### config.mk
export PLATFORM = sky130hd
export DESIGN_NAME = race_start_sequencer
export DESIGN_NICKNAME = d
export VERILOG_FILES = /design/src/rtl/race_start_sequencer.sv
export SDC_FILE = /design/constraint.sdc
export NUM_CORES = 1
export LEC_CHECK = 0
export ABC_AREA = 1
export CAP_MARGIN = 20
export CELL_PAD_IN_SITES_DETAIL_PLACEMENT = 1
export CELL_PAD_IN_SITES_GLOBAL_PLACEMENT = 1
export CORE_ASPECT_RATIO = 0.8
export CORE_MARGIN = 3
export CORE_UTILIZATION = 32
export DETAILED_ROUTE_END_ITERATION = 8
export MAX_ROUTING_LAYER = met4
export PLACE_DENSITY_LB_ADDON = 0.1
export RECOVER_POWER = 50
export SLEW_MARGIN = 0
export SYNTH_ARGS = -nofsm -noshare
export SYNTH_HDL_FRONTEND = slang
export SYNTH_SLANG_ARGS = --single-unit
### constraint.sdc
create_clock -name Clock_i -period 2.6 [get_ports Clock_i]
set_input_delay 0.52 -clock Clock_i [delete_from_list [all_inputs] [get_ports Clock_i]]
set_output_delay 0.52 -clock Clock_i [all_outputs]
set_load 0.005 [all_outputs]
### src/rtl/race_start_sequencer.sv
// race_start_sequencer
//   Sequences one drag-race run. It drives the three amber start lights and
//   then green, detects a false start, enables the speed datapath, counts the
//   elapsed time in ticks and keeps the best completed time.
//
// Parameters
//   TICK_DIV     clock cycles per time tick (>= 2)
//   STAGE_TICKS  ticks each amber light stays lit (>= 1)
//   TIME_W       width of the time values; they saturate at all ones
//
// Ports
//   Clock_i        system clock
//   Resetn_i       asynchronous active-low reset
//   NewGame_i      single-cycle start/restart request
//   Accelerate_i   player throttle (level)
//   Finish_i       run completed (pulse from the race SM)
//   Crash_i        run aborted (pulse from the race SM)
//   Lights_o       [3:1] amber 3..1, [0] green
//   RaceEnable_o   high only while racing
//   FalseStart_o   high after a false start
//   Elapsed_o      run time in ticks
//   BestTime_o     best completed run time
//   BestValid_o    BestTime_o holds a real result
//   NewBest_o      one-cycle pulse when BestTime_o is updated
//   State_o        encoded state: IDLE=0 AMBER=1 RUN=2 DONE=3 FOUL=4 CRASHED=5
//   Reaction_o     (only with RACE_REACTION_EN) ticks from green to first throttle
//
// Optional feature macro: RACE_REACTION_EN
module race_start_sequencer #(
  parameter int TICK_DIV    = 500000,
  parameter int STAGE_TICKS = 50,
  parameter int TIME_W      = 14
) (
  input  logic              Clock_i,
  input  logic              Resetn_i,
  input  logic              NewGame_i,
  input  logic              Accelerate_i,
  input  logic              Finish_i,
  input  logic              Crash_i,
  output logic [3:0]        Lights_o,
  output logic              RaceEnable_o,
  output logic              FalseStart_o,
  output logic [TIME_W-1:0] Elapsed_o,
  output logic [TIME_W-1:0] BestTime_o,
  output logic              BestValid_o,
  output logic              NewBest_o,
`ifdef RACE_REACTION_EN
  output logic [TIME_W-1:0] Reaction_o,
`endif
  output logic [2:0]        State_o
);

  localparam int PW = $clog2(TICK_DIV);
  localparam int SW = $clog2(STAGE_TICKS + 1);
  localparam logic [PW-1:0]     PRESC_LAST = PW'(TICK_DIV - 1);
  localparam logic [SW-1:0]     STAGE_LAST = SW'(STAGE_TICKS - 1);
  localparam logic [TIME_W-1:0] TIME_MAX   = '1;

  typedef enum logic [2:0] {
    S_IDLE    = 3'd0,
    S_AMBER   = 3'd1,
    S_RUN     = 3'd2,
    S_DONE    = 3'd3,
    S_FOUL    = 3'd4,
    S_CRASHED = 3'd5
  } state_t;

  state_t            state_q;
  logic [PW-1:0]     presc_q;
  logic [SW-1:0]     stage_tmr_q;
  logic [1:0]        stage_q;
  logic [3:0]        lights_q;
  logic              race_en_q;
  logic              foul_q;
  logic [TIME_W-1:0] elapsed_q;
  logic [TIME_W-1:0] best_q;
  logic              best_valid_q;
  logic              new_best_q;
`ifdef RACE_REACTION_EN
  logic [TIME_W-1:0] reaction_q;
  logic              reacted_q;
`endif

  logic tick;
  assign tick = (presc_q == PRESC_LAST);

  always_ff @(posedge Clock_i or negedge Resetn_i) begin
    if (!Resetn_i) begin
      state_q      <= S_IDLE;
      presc_q      <= '0;
      stage_tmr_q  <= '0;
      stage_q      <= '0;
      lights_q     <= '0;
      race_en_q    <= 1'b0;
      foul_q       <= 1'b0;
      elapsed_q    <= '0;
      best_q       <= '1;
      best_valid_q <= 1'b0;
      new_best_q   <= 1'b0;
`ifdef RACE_REACTION_EN
      reaction_q   <= '0;
      reacted_q    <= 1'b0;
`endif
    end else begin
      new_best_q <= 1'b0;
      // Free-running prescaler; every state change below re-zeroes it so a
      // state always starts on a full tick period.
      presc_q    <= tick ? '0 : presc_q + 1'b1;

      if (NewGame_i) begin
        // Start or restart from any state; best time survives.
        state_q     <= S_AMBER;
        presc_q     <= '0;
        stage_tmr_q <= '0;
        stage_q     <= 2'd3;
        lights_q    <= 4'b1000;
        race_en_q   <= 1'b0;
        foul_q      <= 1'b0;
        elapsed_q   <= '0;
`ifdef RACE_REACTION_EN
        reaction_q  <= '0;
        reacted_q   <= 1'b0;
`endif
      end else begin
        case (state_q)
          S_AMBER: begin
            if (Accelerate_i) begin
              // False start beats a stage expiry in the same cycle.
              state_q   <= S_FOUL;
              presc_q   <= '0;
              lights_q  <= '0;
              foul_q    <= 1'b1;
              elapsed_q <= '0;
            end else if (tick) begin
              if (stage_tmr_q == STAGE_LAST) begin
                stage_tmr_q <= '0;
                if (stage_q == 2'd1) begin
                  state_q   <= S_RUN;
                  presc_q   <= '0;
                  stage_q   <= '0;
                  lights_q  <= 4'b0001;
                  race_en_q <= 1'b1;
                end else begin
                  stage_q  <= stage_q - 2'd1;
                  lights_q <= lights_q >> 1;
                end
              end else begin
                stage_tmr_q <= stage_tmr_q + 1'b1;
              end
            end
          end

          S_RUN: begin
            if (Crash_i) begin
              state_q   <= S_CRASHED;
              presc_q   <= '0;
              lights_q  <= '0;
              race_en_q <= 1'b0;
            end else if (Finish_i) begin
              // The tick coinciding with Finish is dropped, so elapsed_q is
              // already the final time and the best update can happen here,
              // landing together with the first DONE cycle.
              state_q   <= S_DONE;
              presc_q   <= '0;
              lights_q  <= '0;
              race_en_q <= 1'b0;
              if (!best_valid_q || (elapsed_q < best_q)) begin
                best_q       <= elapsed_q;
                best_valid_q <= 1'b1;
                new_best_q   <= 1'b1;
              end
            end else begin
              if (tick && (elapsed_q != TIME_MAX))
                elapsed_q <= elapsed_q + 1'b1;
`ifdef RACE_REACTION_EN
              if (!reacted_q) begin
                if (Accelerate_i)
                  reacted_q <= 1'b1;
                else if (tick && (reaction_q != TIME_MAX))
                  reaction_q <= reaction_q + 1'b1;
              end
`endif
            end
          end

          default: ; // IDLE, DONE, FOUL, CRASHED wait for NewGame
        endcase
      end
    end
  end

  assign State_o      = state_q;
  assign Lights_o     = lights_q;
  assign RaceEnable_o = race_en_q;
  assign FalseStart_o = foul_q;
  assign Elapsed_o    = elapsed_q;
  assign BestTime_o   = best_q;
  assign BestValid_o  = best_valid_q;
  assign NewBest_o    = new_best_q;
`ifdef RACE_REACTION_EN
  assign Reaction_o   = reaction_q;
`endif

endmodule

==> out/qor.txt <==
Die width: 136 um
Clk Tree Root Cell: clkbuf_16
Fraction of layout cells with a size suffix above 1: 0.134
Data arrival, critical path: 2.43 ns
First-pass GRT wire length: 22.3 mm
DR top layer: met4
Library cells used by synthesis: 36
Final hold vios: 0
Final WL: 13.4 mm
Final min period: 2.21 ns
GP Congestion: 0.837
Initial Util: 0.332
Antenna cells: 0
M1 WL: 6.83 mm
Mapped Avg Cell Area: 7.22 sq um
Post-DP HPWL: 10.1 mm
Vias in the first global route: 4,291
Total negative slack: 0 ns
Crit end category: register
Grt total ovfl: 0
Status: finished, violations left
H-tree lvl count: 3
Starting DRT DRC Count: 236
Total I/O pin count: 45
Peak VDD IR: 0.320 mV
#FFs+latches synth: 66
Mapped Area: 4340 sq um
Nets: 682
CP Class: input pin to register
Mapped Nets: 625
Measured slew at the worst slew-check pin: 1.72 ns
Clock Latency Late Sink: 0.33 ns
PwrDens: 618 nW/um^2
WL per Instance: 16.0 um
Rel. slew slack: -0.149
# hold bufs at CTS: 0
DR pass1 iterations: 4
Pre-CTS setup slack: 0.192 ns
Max FO, Critical Path: 18
Placeable core region: 13,100 sq um
Type of element launching the critical path: input pin
Leakage: 0.00248 uW
Critical Path Max Stage Delay: 0.73 ns
Fin crit share: 0.848
Max Cap Viol: 1
Fin util: 0.408
Largest net degree at the start of global routing: 67
Num rows: 37
Post-CTS repair timing setup buffer count: 0
CTS Sinks: 66
Failing checks: max-capacitance violations, max-slew violations
Maximum root-to-sink buffer count: 2
Required @ worst endpoint: 2.82 ns
Max Fclk: 453 MHz
Clk slew on worst S/H paths: 0.06 ns
Min setup slack post-route: 0.394 ns
Met2 WL post-DR: 5.98 mm
Layout area overhead: 23.0%
Register area share after synthesis: 0.385
Synth Instances: 601
Die Area: 15,000 sq um
Post-CTS sizing: 0
Clk_skew: 0.00843 ns
CTS tree: yes
Port Buffers: 44
Routed met3 length: 466 um
Count of final setup violators: 0
Most frequent CP cell: nand2_1
Slowest cell on crit path: clkbuf_1
Antenna violations before repair: 0
Crit-path cells: dlygate4sd3_1 -> clkbuf_1 -> nor2_1 -> inv_1 -> nand2_1 -> nand2_1 -> o21ai_1
RSZ-0062 raised after global routing: no
TritonCTS Buffers: 9
GRT Total Usage: 0.197
Ys Warns: 0
Max Transition Viols Final: 67
ANT nets after route: 0
Total number of vias: 4,100
DR vias/cell: 4.89
Hold crit path type: register to register
Die Span Y: 110 um
FILL cells: 1,654
DRC: 0
sequential cells by signal, summed over array words and instances, names as in the netlist:
name / count
BestTime_o: 14
BestValid_o: 1
Elapsed_o: 14
FalseStart_o: 1
Lights_o: 4
NewBest_o: 1
RaceEnable_o: 1
State_o: 3
presc_q: 19
stage_q: 2
stage_tmr_q: 6
metal layers:
metal | track usage | vias up
met4 | 0.0388 | 0
met5 | - | -
met1 | 0.278 | 2002
met3 | 0.0331 | 6
li1 | - | 2031
met2 | 0.301 | 61
logic make-up (layout without fill, tap and decap cells):
kind of cell,Yosys count,in the layout,share of synthesized area
AND/OR/NAND/NOR,391,391,0.422
adder cells (fa/ha/maj),18,18,0.0519
flip-flops,66,66,0.385
AO/OA/AOI/OAI,23,23,0.0291
buffers and inverters,91,153,0.0877
XOR/XNOR,12,12,0.0242
critical path: cells and delay by family:
family | cells | cell delay, ns
compound gates | 1 | 0.06
buf+inv | 3 | 1.50
simple gates | 3 | 0.34
power breakdown:
part / switching (uW) / internal [uW]
clock network: 456 / 892
registers: 79.1 / 1110
logic: 504 / 251
Yosys cell counts (all sizes together):
cell / count / area share
xnor2: 1 / 0.0020
nor4: 4 / 0.0058
nor3: 10 / 0.013
nand2: 178 / 0.17
o21bai: 4 / 0.0069
inv: 79 / 0.068
buf: 11 / 0.018
a31oi: 1 / 0.0014
or2: 1 / 0.0014
nand3: 73 / 0.089
clkbuf: 1 / 0.00086
dfrtp: 52 / 0.30
nor2: 97 / 0.098
nand4: 22 / 0.037
a21oi: 6 / 0.0069
ha: 18 / 0.052
nand3b: 2 / 0.0035
o21ai: 12 / 0.014
dfstp: 14 / 0.085
nor3b: 4 / 0.0069
xor2: 11 / 0.022
final timing paths:
kind	from	end	slack, ns	depth (start not counted)
setup / recovery	NewGame_i	stage_q[0]	0.39	7
hold / removal	BestTime_o[2]	BestTime_o[2]	0.47	2
setup reg to reg	BestTime_o[8]	BestTime_o[7]	0.45	12
hold reg to reg	BestTime_o[2]	BestTime_o[2]	0.47	2
max in group asynchronous	Resetn_i	Elapsed_o[3]	0.85	2
min in group asynchronous	Resetn_i	presc_q[15]	0.74	2
stage by stage:
step                hold WS (ns)  cells  cell area [sq um]  total power, uW
CTS                        0.223    838               5360             3370
global route               0.487    838               5330             3510
global placement           0.460    822               5020             1980
floorplan                  0.224    601               4340             1670
detailed placement         0.467    822               5020             2000
finish                     0.468    838               5330             3300
placed cells by master, fill, tap and decap left out, types with 10 or more instances in the layout:
cell / Yosys / layout
nand2_1: 159 / 159
nor2_1: 84 / 84
inv_1: 70 / 71
nand3_1: 70 / 70
dfrtp_1: 52 / 52
clkdlybuf4s50_1: 0 / 28
nand4_1: 20 / 20
ha_1: 18 / 18
nand2_2: 17 / 17
dlygate4sd3_1: 0 / 15
dfstp_2: 14 / 14
xor2_1: 11 / 11
buf_4: 2 / 11
o21ai_0: 10 / 10
cell type report:
| class | count | area [sq um] | area share |
|---|---|---|---|
| multi-input combinational | 444 | 2290 | 0.429 |
| clock inverter | 4 | 73.8 | 0.0138 |
| timing repair buffer | 58 | 531 | 0.0995 |
| sequential | 66 | 1670 | 0.313 |
| clock buffer | 12 | 256 | 0.0481 |
| tap | 175 | 219 | 0.0411 |
| inverter | 79 | 297 | 0.0556 |
Power figures use the tool's default switching activity.
